File: src/rtl/neurosync_pkg.sv
// -----------------------------------------------------------------------------
// neurosync_pkg
// Shared definitions for the input conditioning front end:
//   - cond_state_e : 2-bit per-channel debounce FSM state encoding
//   - CLK_HZ, DEBOUNCE_MS, HOLD_MS : default timing figures
//   - DEF_DEBOUNCE_CYCLES, DEF_HOLD_CYCLES : the same figures in clock cycles
// -----------------------------------------------------------------------------
package neurosync_pkg;

    typedef enum logic [1:0] {
        ST_IDLE        = 2'd0,
        ST_DEB_PRESS   = 2'd1,
        ST_PRESSED     = 2'd2,
        ST_DEB_RELEASE = 2'd3
    } cond_state_e;

    localparam int CLK_HZ      = 50_000_000;
    localparam int DEBOUNCE_MS = 20;
    localparam int HOLD_MS     = 1000;

    // Converts a duration in milliseconds to clock cycles at CLK_HZ.
    function automatic int cycles_from_ms(input int ms);
        return (CLK_HZ / 1000) * ms;
    endfunction

    localparam int DEF_DEBOUNCE_CYCLES = cycles_from_ms(DEBOUNCE_MS);
    localparam int DEF_HOLD_CYCLES     = cycles_from_ms(HOLD_MS);

endpackage

File: src/rtl/conditioner_channel.sv
// -----------------------------------------------------------------------------
// conditioner_channel
// One push-button channel: optional polarity inversion, 2-FF synchronizer,
// counter-based debounce FSM and press / release / long-press pulse outputs.
//
// Parameters:
//   DEBOUNCE_CYCLES : stable synchronized cycles needed to accept a change (>= 2)
//   HOLD_CYCLES     : cycles in PRESSED before hold_pulse fires (0 = disabled)
//   INVERT          : 1 when raw is active-low
//
// Ports:
//   clock         in  : system clock, rising edge
//   reset         in  : asynchronous active-low reset
//   raw           in  : unsynchronized button level
//   level         out : debounced active-high level (registered)
//   press_pulse   out : one-cycle pulse on accepted press (registered)
//   release_pulse out : one-cycle pulse on accepted release (registered)
//   hold_pulse    out : one-cycle pulse when a press has lasted HOLD_CYCLES
//   press_next    out : combinational value press_pulse takes on the next edge,
//                       lets the bank register its aggregate in the same cycle
// -----------------------------------------------------------------------------
module conditioner_channel
    import neurosync_pkg::*;
#(
    parameter int DEBOUNCE_CYCLES = DEF_DEBOUNCE_CYCLES,
    parameter int HOLD_CYCLES     = DEF_HOLD_CYCLES,
    parameter bit INVERT          = 1'b0
) (
    input  logic clock,
    input  logic reset,
    input  logic raw,
    output logic level,
    output logic press_pulse,
    output logic release_pulse,
    output logic hold_pulse,
    output logic press_next
);

    localparam int CNT_W  = $clog2(DEBOUNCE_CYCLES);
    localparam int HCNT_W = (HOLD_CYCLES > 0) ? $clog2(HOLD_CYCLES + 1) : 1;
    localparam bit HOLD_EN = (HOLD_CYCLES > 0);

    localparam logic [CNT_W-1:0]  CNT_LAST  = CNT_W'(DEBOUNCE_CYCLES - 1);
    localparam logic [HCNT_W-1:0] HOLD_LAST =
        HCNT_W'((HOLD_CYCLES > 0) ? (HOLD_CYCLES - 1) : 0);

    logic              sync1;
    logic              sync2;
    cond_state_e       state,  state_n;
    logic [CNT_W-1:0]  cnt,    cnt_n;
    logic [HCNT_W-1:0] hcnt,   hcnt_n;
    logic [HCNT_W-1:0] hcnt_inc;
    logic              level_n;
    logic              release_n;
    logic              hold_n;

    // Stage: polarity fix and two-flop synchronizer
    always_ff @(posedge clock or negedge reset) begin
        if (!reset) begin
            sync1 <= 1'b0;
            sync2 <= 1'b0;
        end else begin
            sync1 <= raw ^ INVERT;
            sync2 <= sync1;
        end
    end

    assign hcnt_inc = hcnt + 1'b1;

    // Stage: debounce FSM next-state and pulse decode
    always_comb begin
        state_n    = state;
        cnt_n      = cnt;
        hcnt_n     = hcnt;
        press_next = 1'b0;
        release_n  = 1'b0;
        hold_n     = 1'b0;
        unique case (state)
            ST_IDLE: begin
                if (sync2) begin
                    state_n = ST_DEB_PRESS;
                    cnt_n   = CNT_W'(1);
                end else begin
                    cnt_n   = '0;
                end
            end
            ST_DEB_PRESS: begin
                if (!sync2) begin
                    state_n = ST_IDLE;
                    cnt_n   = '0;
                end else if (cnt == CNT_LAST) begin
                    state_n    = ST_PRESSED;
                    press_next = 1'b1;
                    cnt_n      = '0;
                    hcnt_n     = '0;
                end else begin
                    cnt_n = cnt + 1'b1;
                end
            end
            ST_PRESSED: begin
                if (!sync2) begin
                    state_n = ST_DEB_RELEASE;
                    cnt_n   = CNT_W'(1);
                end else if (HOLD_EN && (hcnt != HOLD_LAST)) begin
                    // Saturating count: the pulse fires only on the step that
                    // lands on HOLD_LAST, so a long hold never repeats it.
                    hcnt_n = hcnt_inc;
                    hold_n = (hcnt_inc == HOLD_LAST);
                end
            end
            ST_DEB_RELEASE: begin
                // A bounce back to 1 resumes PRESSED with hcnt untouched, so
                // neither press nor the hold timer restarts.
                if (sync2) begin
                    state_n = ST_PRESSED;
                    cnt_n   = '0;
                end else if (cnt == CNT_LAST) begin
                    state_n   = ST_IDLE;
                    release_n = 1'b1;
                    cnt_n     = '0;
                end else begin
                    cnt_n = cnt + 1'b1;
                end
            end
            default: begin
                state_n = ST_IDLE;
                cnt_n   = '0;
            end
        endcase
    end

    assign level_n = (state_n == ST_PRESSED) || (state_n == ST_DEB_RELEASE);

    // Stage: state, counters and registered outputs
    always_ff @(posedge clock or negedge reset) begin
        if (!reset) begin
            state         <= ST_IDLE;
            cnt           <= '0;
            hcnt          <= '0;
            level         <= 1'b0;
            press_pulse   <= 1'b0;
            release_pulse <= 1'b0;
            hold_pulse    <= 1'b0;
        end else begin
            state         <= state_n;
            cnt           <= cnt_n;
            hcnt          <= hcnt_n;
            level         <= level_n;
            press_pulse   <= press_next;
            release_pulse <= release_n;
            hold_pulse    <= hold_n;
        end
    end

endmodule

File: src/rtl/input_conditioner_bank.sv
// -----------------------------------------------------------------------------
// input_conditioner_bank
// Bank of N_INPUTS independent push-button conditioners feeding the game
// controller, plus an aggregate press pulse for the idle timer.
//
// Parameters:
//   N_INPUTS        : number of channels
//   DEBOUNCE_CYCLES : stable cycles needed to accept a level change (>= 2)
//   HOLD_CYCLES     : cycles in PRESSED before hold_pulse (0 = disabled)
//   INVERT_MASK     : bit i = 1 marks raw[i] as active-low
//
// Ports:
//   clock         in  : system clock, rising edge
//   reset         in  : asynchronous active-low reset
//   raw           in  : [N_INPUTS] unsynchronized button levels
//   level         out : [N_INPUTS] debounced active-high levels
//   press_pulse   out : [N_INPUTS] one-cycle press pulses
//   release_pulse out : [N_INPUTS] one-cycle release pulses
//   hold_pulse    out : [N_INPUTS] one-cycle long-press pulses
//   any_press     out : OR of press_pulse, aligned with it
// -----------------------------------------------------------------------------
module input_conditioner_bank
    import neurosync_pkg::*;
#(
    parameter int                  N_INPUTS        = 9,
    parameter int                  DEBOUNCE_CYCLES = DEF_DEBOUNCE_CYCLES,
    parameter int                  HOLD_CYCLES     = DEF_HOLD_CYCLES,
    parameter logic [N_INPUTS-1:0] INVERT_MASK     = '0
) (
    input  logic                clock,
    input  logic                reset,
    input  logic [N_INPUTS-1:0] raw,
    output logic [N_INPUTS-1:0] level,
    output logic [N_INPUTS-1:0] press_pulse,
    output logic [N_INPUTS-1:0] release_pulse,
    output logic [N_INPUTS-1:0] hold_pulse,
    output logic                any_press
);

    logic [N_INPUTS-1:0] press_next;

    for (genvar i = 0; i < N_INPUTS; i++) begin : g_chan
        conditioner_channel #(
            .DEBOUNCE_CYCLES (DEBOUNCE_CYCLES),
            .HOLD_CYCLES     (HOLD_CYCLES),
            .INVERT          (INVERT_MASK[i])
        ) u_chan (
            .clock         (clock),
            .reset         (reset),
            .raw           (raw[i]),
            .level         (level[i]),
            .press_pulse   (press_pulse[i]),
            .release_pulse (release_pulse[i]),
            .hold_pulse    (hold_pulse[i]),
            .press_next    (press_next[i])
        );
    end

    // Stage: aggregate press, registered from the channels' next-press terms
    // so it lands in the same cycle as the individual pulses.
    always_ff @(posedge clock or negedge reset) begin
        if (!reset) begin
            any_press <= 1'b0;
        end else begin
            any_press <= |press_next;
        end
    end

endmodule

File: config.mk
export PLATFORM = sky130hd
export DESIGN_NAME = input_conditioner_bank
export DESIGN_NICKNAME = d
export VERILOG_FILES = /design/src/rtl/neurosync_pkg.sv /design/src/rtl/conditioner_channel.sv /design/src/rtl/input_conditioner_bank.sv
export SDC_FILE = /design/constraint.sdc
export NUM_CORES = 1
export LEC_CHECK = 0
export CAP_MARGIN = 10
export CORE_AREA = 3 3 393 201
export CTS_CLUSTER_SIZE = 20
export DETAILED_ROUTE_END_ITERATION = 8
export DIE_AREA = 0 0 396 204
export SYNTH_ARGS = -nofsm -noshare
export SYNTH_HDL_FRONTEND = slang
export SYNTH_SLANG_ARGS = --single-unit
export TNS_END_PERCENT = 20
File: constraint.sdc
create_clock -name clock -period 2.95 [get_ports clock]
set_clock_uncertainty 0.05 [all_clocks]
set_input_delay 0.59 -clock clock [delete_from_list [all_inputs] [get_ports clock]]
set_output_delay 0.59 -clock clock [all_outputs]
set_load 0.03 [all_outputs]
==> out/qor.yml <==
worst_setup_path:
  worstPathRequired_ps: 3440
  crit_start: "g_chan[1].u_chan.cnt[7]"
  crit_type: "register to register"
  reg2reg_slack_ps: 150
  cp.arrival_ps: 3290
  path_max_fanout: 41
  worstRegToRegCells: 7
  critPathSlowestCell: "or4b_1"
  crit_buf_inv: 1
  endpoint: "g_chan[1].u_chan.hcnt[11]"
  crit_family: "simple AND/OR/NAND/NOR gates"
  cp_cell_sequence: "or4b_1 -> nor3_2 -> nand2_2 -> a211o_1 -> buf_12 -> or4_1 -> nand3_1"
  startpoint_type: "register"
  r2r_start: "g_chan[1].u_chan.cnt[7]"
  cp-end-kind: "register"
  r2r-end: "g_chan[1].u_chan.hcnt[11]"
  worst-path-stages: 7
  cp_slowest_stage_delay_ps: 560
sta:
  max_freq_mhz: 357
  tightest_slew_ps: 709
  holdWs_ps: 298
  final_hold_viol_count: 0
  fin_setup_tns_ps: 0
  period_share: 0.951
  fin_crit_ps: 2800
  slew_violations: 0
  rsz0062_at_grt: "no"
  setup_viol: 0
  max_slew_margin: 0.524
global_route:
  gr-usage-all-layers: 0.174
  grt_pass1_vias: 24600
  antenna_found_initial: 1
  grt_start_max_net_pins: 93
  grt_pass1_wl_mm: 122
  globalRouteOverflowTotal: 0
run_status:
  outcome: "finished, final reports clean"
finish:
  drive_gt1_frac: 0.0797
  syn_to_final_growth_pct: 11.4
  nets: 3560
  num_antenna_cells: 0
  fillers: 7230
  final_cells: 4549
floorplan:
  die_x_um: 396
  core_mm2: 0.0752
  fp.dieH_um: 204
  initial_core_util: 0.400
  die-area_mm2: 0.0808
  rows: 71
  ios: 48
route:
  vias: 25800
  firstDrtPassIters: 8
  wl_mm: 70.5
  via_per_inst: 5.68
  drt_iter0_drc: 2034
  antenna_left: 0
  wl_per_cell_um: 15.5
  drc_errors: 0
yosys:
  async_reset_ff_frac: 1.00
  synth.ff_latch_count: 487
  synth_edf_count: 0
  synth.avg_cell_area_um2: 8.55
  synth-main-ff-cell: "dfrtp_1"
  yosysWarnings: 0
  synth_cell_types: 93
  yosysSeqAreaShare: 0.405
  netlist_instances: 3523
  synth_nets: 3597
  synth_area_mm2: 0.0301
place:
  dpl.hpwl_mm: 48.0
  numPortBuffers: 47
  dp.cells: 4454
  place_congestion: 0.866
min_path:
  hp-class: "register to register"
  hold_start: "g_chan[2].u_chan.sync1"
pwr:
  power-per-cell-area_mw_per_mm2: 584
  power.total_mw: 19.6
  p_leak_nw: 12.9
  ir_drop_v: 0.000403
clock_network:
  cts.sinks: 487
  clockRootBuffer: "clkbuf_16"
  cts_inserted_buffers: 51
  cts_tree: "yes"
  clk_latency_ps: 620
  ctsLongestPathBuffers: 3
  post-cts-setup-buffers: 0
  htreeDepth: 2
  clkTransAtPathRegs_ps: 60
run:
  maxCapViolations: 0
==> per-layer routing <==
metal	track usage	vias up	wire (µm)
li1	-	12800	-
met1	0.243	12500	34200
met2	0.289	404	32700
met3	0.0231	92	2390
met4	0.0416	0	1220
met5	0	-	0
==> flip-flops by register name, summed over array words and instances (netlist names) <==
name and count:
g_chan.u_chan.hold_pulse 9, g_chan.u_chan.hcnt 234, g_chan.u_chan.state 18, g_chan.u_chan.press_pulse 9, g_chan.u_chan.sync2 9, g_chan.u_chan.cnt 180, any_press 1, g_chan.u_chan.release_pulse 9
g_chan.u_chan.level 9, g_chan.u_chan.sync1 9
==> where the power goes <==
| part | leakage (nW) | switching (mW) | total [mW] | internal (mW) |
|---|---|---|---|---|
| registers | 6.72 | 0.315 | 7.31 | 6.99 |
| clock network | 0.866 | 2.88 | 6.90 | 4.03 |
| logic | 5.33 | 3.66 | 5.40 | 1.73 |
==> cell usage in the layout, fill, tap and decap left out, types with 15 or more instances in the layout <==
master,netlist,routed
a211o_1,19,19
a21oi_1,64,64
a22o_1,84,84
a31oi_1,15,15
and2_1,31,31
and3_1,81,81
and4_1,34,33
buf_4,38,105
clkbuf_16,0,53
clkdlybuf4s50_1,0,46
dfrtp_1,487,487
ha_1,63,62
inv_1,93,93
mux2i_1,21,21
nand2_1,491,491
nand2b_1,56,56
nand3_1,250,250
nand3b_1,42,42
nand4_1,122,122
nand4b_1,17,17
nor2_1,248,248
nor2b_1,25,25
nor3_1,89,89
nor4_1,57,56
nor4b_1,17,16
o211ai_1,31,31
o21ai_0,238,238
o221ai_1,43,43
o31ai_1,33,33
o32ai_1,17,17
or2_2,26,26
or3_1,57,57
or4_1,51,51
xnor2_1,77,77
xor2_1,68,68
==> kinds of logic (layout without fill, tap and decap cells) <==
logic type / after synthesis / after routing / synth area share
buf+inv: 350 / 354 / 0.0509
xor+xnor: 145 / 145 / 0.0422
simple gates: 1765 / 1765 / 0.308
flops: 487 / 487 / 0.405
mux: 24 / 24 / 0.00810
fa+ha+maj: 63 / 63 / 0.0262
compound gates: 689 / 689 / 0.160
==> per-stage QoR <==
step                      cell area [µm²]  setup slack, ps  utilization
after detailed placement            31700             91.7        0.422
after global placement              31700             69.5        0.422
after global routing                33600             10.9        0.446
after CTS                           33500             43.0        0.446
after floorplan                     30100              376            -
final                               33600              145        0.446
==> timing repair <==
action                                  4_1_cts  5_1_grt
gates resized for setup                       0        5
hold buffers                                  1        0
endpoints found under the setup margin        0       16
hold endpoints to repair                     25        0
==> Yosys cell counts (all sizes together), types with 53 or more instances <==
cell / number / area, µm²
a21oi: 64 / 320
a22o: 84 / 736
and3: 81 / 507
buf: 89 / 552
clkbuf: 167 / 628
dfrtp: 487 / 12200
ha: 63 / 788
inv: 93 / 349
nand2: 492 / 1850
nand2b: 56 / 350
nand3: 250 / 1250
nand4: 123 / 776
nor2: 248 / 931
nor3: 92 / 475
nor4: 61 / 424
o21ai: 243 / 1230
or3: 59 / 372
or4: 53 / 405
xnor2: 77 / 674
xor2: 68 / 596
==> worst min path at each step <==
stage	cells after the start	slack, ps	endpoint
5_1_grt	0	300	g_chan[2].u_chan.sync2
6_report	0	300	g_chan[2].u_chan.sync2
2_1_floorplan	0	240	any_press
3_5_place_dp	0	290	g_chan[2].u_chan.sync2
4_1_cts	1	300	g_chan[5].u_chan.sync1
3_3_place_gp	0	280	g_chan[1].u_chan.sync2
==> worst register-to-register path, cell delays in order (launching register included) <==
cell     delay, ps
dfrtp_1        430
or4b_1         560
nor3_2         350
nand2_2        190
a211o_1        370
buf_12         180
or4_1          500
nand3_1         90
==> layout make-up <==
| type | instances | area (µm²) | share of cell area |
|---|---|---|---|
| Clock inverter | 26 | 322 | 0.00958 |
| Tap cell | 1022 | 1280 | 0.0381 |
| Timing Repair Buffer | 166 | 1530 | 0.0457 |
| Clock buffer | 68 | 1460 | 0.0436 |
| Inverter | 94 | 353 | 0.0105 |
| Sequential cell | 487 | 12200 | 0.363 |
| Multi-Input combinational cell | 2686 | 16400 | 0.489 |
Power figures use the tool's default switching activity.
